## config.mk

```make
export PLATFORM = sky130hd
export DESIGN_NAME = mem_wb_skid
export DESIGN_NICKNAME = d
export VERILOG_FILES = /design/src/rtl/mem_wb_skid.sv
export SDC_FILE = /design/constraint.sdc
export NUM_CORES = 1
export LEC_CHECK = 0
export BUFFER_PORTS_ARGS = -buffer_cell sky130_fd_sc_hd__buf_2
export CAP_MARGIN = 30
export CORE_MARGIN = 2
export CORE_UTILIZATION = 54
export DETAILED_ROUTE_END_ITERATION = 6
export PLACE_DENSITY = 0.8
export SLEW_MARGIN = 20
export SYNTH_ARGS = -nofsm -noshare
export SYNTH_HDL_FRONTEND = slang
export SYNTH_SLANG_ARGS = --single-unit
```

## constraint.sdc

```tcl
create_clock -name clk -period 2.3 [get_ports clk]
set_input_delay 0.23 -clock clk [delete_from_list [all_inputs] [get_ports clk]]
set_output_delay 0.23 -clock clk [all_outputs]
set_load 0.005 [all_outputs]
```

## src/rtl/mem_wb_skid.sv

```systemverilog
// rtl/mem_wb_skid.sv - MEM/WB pipeline stage with a 2-entry skid buffer
// Legacy stall vector, flush and x0 write-suppress; OUT slot drives wb_*, SKID absorbs backpressure.
module mem_wb_skid #(
   parameter int DATA_W        = 64,
   parameter int ADDR_W        = 5,
   parameter int HILO_W        = 32,
   parameter int NUM_PORTS     = 1,
   parameter int STAGE_IDX     = 4,
   parameter int STALL_W       = 6,
   parameter int ZERO_SUPPRESS = 1
) (
   input  logic                          clk,
   input  logic                          rst,
   input  logic [STALL_W-1:0]            stall,
   input  logic                          flush,
   input  logic                          in_valid,
   output logic                          in_ready,
   input  logic [NUM_PORTS*ADDR_W-1:0]   mem_wd,
   input  logic [NUM_PORTS-1:0]          mem_wreg,
   input  logic [NUM_PORTS*DATA_W-1:0]   mem_wdata,
   input  logic [HILO_W-1:0]             mem_hi,
   input  logic [HILO_W-1:0]             mem_lo,
   input  logic                          mem_whilo,
   input  logic                          wb_ready,
   output logic                          wb_valid,
   output logic [NUM_PORTS*ADDR_W-1:0]   wb_wd,
   output logic [NUM_PORTS-1:0]          wb_wreg,
   output logic [NUM_PORTS*DATA_W-1:0]   wb_wdata,
   output logic [HILO_W-1:0]             wb_hi,
   output logic [HILO_W-1:0]             wb_lo,
   output logic                          wb_whilo,
   output logic [1:0]                    occupancy
);

   localparam int ENT_W = NUM_PORTS*ADDR_W + NUM_PORTS + NUM_PORTS*DATA_W + 2*HILO_W + 1;

   localparam logic [1:0] S_EMPTY = 2'd0;
   localparam logic [1:0] S_ONE   = 2'd1;
   localparam logic [1:0] S_FULL  = 2'd2;

   logic [ENT_W-1:0]     in_entry;
   logic [ENT_W-1:0]     out_q, out_d;
   logic [ENT_W-1:0]     skid_q, skid_d;
   logic [ENT_W-1:0]     wb_entry;
   logic [1:0]           occ_q, occ_d;
   logic                 in_ready_q;
   logic [NUM_PORTS-1:0] in_wreg;
   logic                 accept;
   logic                 drain;
   logic                 unused_stall;

   // Writes to x0 are architecturally dead; drop the enable so WB never sees them.
   always_comb begin
      in_wreg = mem_wreg;
      if (ZERO_SUPPRESS != 0) begin
         for (int i = 0; i < NUM_PORTS; i++) begin
            if (mem_wd[i*ADDR_W +: ADDR_W] == '0) in_wreg[i] = 1'b0;
         end
      end
   end

   assign in_entry     = {mem_wd, in_wreg, mem_wdata, mem_hi, mem_lo, mem_whilo};
   assign unused_stall = ^stall;

   assign wb_valid = (occ_q != S_EMPTY);
   assign accept   = in_valid & in_ready_q & ~stall[STAGE_IDX];
   // A stalled downstream stage is frozen, so nothing retires even if wb_ready is high.
   assign drain    = wb_valid & wb_ready & ~stall[STAGE_IDX+1];

   always_comb begin
      occ_d  = occ_q;
      out_d  = out_q;
      skid_d = skid_q;
      case (occ_q)
         S_EMPTY: begin
            if (accept) begin
               out_d = in_entry;
               occ_d = S_ONE;
            end
         end
         S_ONE: begin
            if (accept && drain) begin
               out_d = in_entry;
            end else if (accept) begin
               skid_d = in_entry;
               occ_d  = S_FULL;
            end else if (drain) begin
               occ_d = S_EMPTY;
            end
         end
         S_FULL: begin
            if (drain) begin
               out_d = skid_q;
               occ_d = S_ONE;
            end
         end
         default: occ_d = S_EMPTY;
      endcase
      if (flush) occ_d = S_EMPTY;
   end

   always_ff @(posedge clk) begin
      if (!rst) begin
         occ_q      <= S_EMPTY;
         out_q      <= '0;
         skid_q     <= '0;
         in_ready_q <= 1'b1;
      end else begin
         occ_q      <= occ_d;
         out_q      <= out_d;
         skid_q     <= skid_d;
         in_ready_q <= (occ_d != S_FULL);
      end
   end

   // Idle output is forced to a NOP regardless of stale slot contents.
   assign wb_entry = wb_valid ? out_q : '0;
   assign {wb_wd, wb_wreg, wb_wdata, wb_hi, wb_lo, wb_whilo} = wb_entry;
   assign in_ready  = in_ready_q;
   assign occupancy = occ_q;

endmodule

```

==> flow_summary_export.csv <==
group,metric,value,unit
timing,post-route-period-util,93.50,%
timing,setup_tns,0,ns
power_and_ir_drop,ir_drop,599.6,uV
layout,regArea,5465,um^2
place,postPlaceCellArea,14120,um^2
layout,multi_input_area,6452,um^2
power_and_ir_drop,clkPwrFrac,44.5,%
timing,slew_violations,0,
timing,timing.fmax,0.4650,GHz
logic_synthesis,synth_edf_count,0,
setup_path,worstSetupPathType,"register to output port",
power_and_ir_drop,p_int,8.475,mW
clock_network,cts_resized,0,
hold_path,hold_path_end,"in_ready$_SDFF_PN1_",
logic_synthesis,synthSimpleGateAreaFrac,15.81,%
place,dp_cells,1836,
die,ios,285,
layout,drive_gt1_share,21.36,%
layout,fin_cells,2022,
place,finalWeightedCongestion,0.8002,
die,core,22640,um^2
timing,rsz0062_at_grt,"no",
timing,fin_ws,0.1496,ns
power_and_ir_drop,switching_share,23.62,%
layout,nNetsFinal,1862,
setup_path,cp_slowest_cell,"dfxtp_1",
route,ant_nets,0,
hold_path,worstHoldStart,"flush",
layout,fillerInstances,1580,
hold_path,min_path_cells,3,
setup_path,slowest_delay,0.51,ns
setup_path,cp-end-kind,"output port",
clock_network,cts_max_level,1,
logic_synthesis,ys_ff_latch,273,
setup_path,rr_worst_depth,5,
power_and_ir_drop,p_leak,8.815,nW
power_and_ir_drop,p_total,11.10,mW
logic_synthesis,yosysSeqAreaShare,43.76,%
global_routing,grt_pass1_vias,11410,
clock_network,tritoncts,"yes",
route,drt_wl_total,35.22,mm
timing,relSlewSlack,61.24,%
status,status,"completed",
logic_synthesis,syn_nets,1520,
route,drt_iter0_drc,873,
route,drt-pass1-iter-count,5,
global_routing,overflow,0,
setup_path,startpoint_type,"register",
setup_path,cp_cell_sequence,"or2_4 -> buf_12 -> and2_1 -> buf_2",
flow_run,cap_violations,0,
die,die_w,156.1,um
logic_synthesis,synth_xor_area_share,0,%
logic_synthesis,synthFlopType,"dfxtp_1",
global_routing,grt_pass1_wl,56.05,mm
route,viasPerCell,5.692,
layout,num_antenna_cells,0,
logic_synthesis,ys_types,32,
logic_synthesis,yosys.area.top_type_share,43.76,%
global_routing,grt_max_degree,137,
timing,setup_viol,0,
power_and_ir_drop,comb_power_share,10.0,%
route,wl_per_cell,17.42,um
logic_synthesis,synthMuxAreaShare,10.74,%
logic_synthesis,netlist_area,12490,um^2
route,dr_total_vias,11510,
clock_network,cts_max_path_buffers,3,
logic_synthesis,yosysMostFrequentCell,"dfxtp_1",
logic_synthesis,synth_top_family_by_area,"compound AO/OA/AOI/OAI gates",
timing,tightest_slew,0.5813,ns
setup_path,r2r_slack,0.25,ns
timing,fin_hold_ws,0.02072,ns
logic_synthesis,async_flop_share,0,%
die,die_y,156.1,um
die,start_util,55.16,%
logic_synthesis,synth_fa_ha_area_share,0,%
power_and_ir_drop,pwr-share-seq,45.6,%
place,io_buffers,280,
hold_path,min_path_type,"primary input to register",
setup_path,path_buf_inv,2,
route,drc,0,
global_routing,antenna_found_initial,0,
logic_synthesis,syn_area_per_cell,9.090,um^2
layout,finish.instance_area,16470,um^2
setup_path,cp_top_family,"flip-flops",
logic_synthesis,ys.warnings.count,0,
setup_path,path_max_fanout,74,
layout,fin_util,72.75,%
power_and_ir_drop,p_sw,2.620,mW
clock_network,numCtsBuffers,29,
global_routing,grtUsageTotal,27.75,%
setup_path,r2r-end,"out_q[83]$_SDFFE_PN0P_",
timing,hold_viol,0,
logic_synthesis,synth_area_leaders,"dfxtp_1, mux2i_1, o211a_1",
place,hpwl,19.42,mm
clock_network,cts.sinks,273,
clock_network,clk_latency,0.54,ns
timing,finClkSkew,0.008459,ns
clock_network,cts_root_buffer,"clkbuf_16",
logic_synthesis,synth_compound_area_share,24.77,%
clock_network,clk_pin_slew,0.07,ns
place,place_ws,0.3626,ns
setup_path,r2r_start,"occupancy[1]$_SDFF_PN0_",
logic_synthesis,yosys.area.top_type,"dfxtp_1",
die,die_area,24360,um^2
setup_path,worstPathArrival,1.92,ns
timing,fin_crit,2.150,ns
layout,area_delta_synth_final,31.88,%
logic_synthesis,yosys-top-cells-count,"dfxtp_1, nand2_1, a21boi_0, and2_1",
logic_synthesis,postSynthCellCount,1374,
setup_path,cp_data_required_time,2.07,ns
die,row_count,55,
power_and_ir_drop,powerDensity,673.6,nW/um^2
logic make-up (layout without fill, tap and decap cells):
kind of cell           Yosys count  count (layout)
muxes                          134             134
and+or+nand+nor                421             421
buffers and inverters          134             497
AOI/OAI and AO/OA              412             412
DFF                            273             273
worst max-delay path by stage:
| stage | end | depth (start not counted) | from |
|---|---|---|---|
| finish | wb_hi[21] | 4 | occupancy[1]$_SDFF_PN0_ |
| global route | wb_wdata[11] | 4 | occupancy[1]$_SDFF_PN0_ |
| CTS | wb_wdata[16] | 4 | occupancy[1]$_SDFF_PN0_ |
| detailed placement | out_q[83]$_SDFFE_PN0P_ | 5 | occupancy[1]$_SDFF_PN0_ |
| global placement | out_q[33]$_SDFFE_PN0P_ | 5 | occupancy[1]$_SDFF_PN0_ |
| floorplan | out_q[85]$_SDFFE_PN0P_ | 8 | occupancy[1]$_SDFF_PN0_ |
power by group through the flow:
stage / Sequential, mW / Combinational (mW) / Clock [mW]
after CTS: 5.05 / 1.09 / 4.98
after detailed placement: 5.15 / 0.900 / 0
final: 5.06 / 1.11 / 4.93
after global routing: 5.08 / 1.20 / 5.17
after floorplan: 5.12 / 0.567 / 0
after global placement: 5.14 / 0.880 / 0
layout by cell type (no fill, tap or decap), types with 2 or more instances in the layout:
cell type | Yosys | routed
dlygate4sd3_1 | 0 | 134
buf_4 | 4 | 13
nand2b_1 | 3 | 2
clkbuf_16 | 0 | 29
a21boi_0 | 135 | 135
clkinvlp_4 | 0 | 5
buf_2 | 35 | 279
inv_6 | 0 | 2
nand2_1 | 271 | 271
clkbuf_8 | 0 | 2
o211a_1 | 134 | 134
o21ai_0 | 134 | 134
and2_1 | 135 | 135
dfxtp_1 | 273 | 273
mux2i_1 | 134 | 134
clkinv_2 | 0 | 7
o211ai_1 | 3 | 3
bufinv_16 | 0 | 5
or2_4 | 0 | 2
nand3b_1 | 2 | 2
buf_12 | 0 | 17
timing repair:
item | CTS | global route
setup buffers | 0 | 0
hold buffers | 134 | 0
setup endpoints to repair | 0 | 0
hold endpoints to repair | 135 | 0
layer usage:
layer | share of wire, % | global-route usage [%] | wire length, um
met3 | 6.9 | 4.778 | 2418
met1 | 41 | 32.62 | 14290
met2 | 49 | 50.17 | 17230
met4 | 3.6 | 11.14 | 1283
met5 | 0 | 0 | 0
cell type report:
type                    instances  share of cell area, %
clock buffers                  32                  4.596
well taps                     285                  2.165
clock inverters                20                  1.512
multi-input cells             967                  39.18
repair buffers                444                  19.35
inverters                       1                0.02279
flip-flops and latches        273                  33.18
worst register-to-register path, stage by stage (launching register included):
cell,delay (ns)
dfxtp_1,0.40
nand4bb_2,0.34
a21oi_4,0.22
buf_12,0.48
o21ai_0,0.32
o211a_1,0.19
flip-flops by register name (all words and copies together) (netlist names):
register   flops
skid_q       135
out_q        135
occupancy      2
in_ready       1
(Power assumes the default switching activity.)
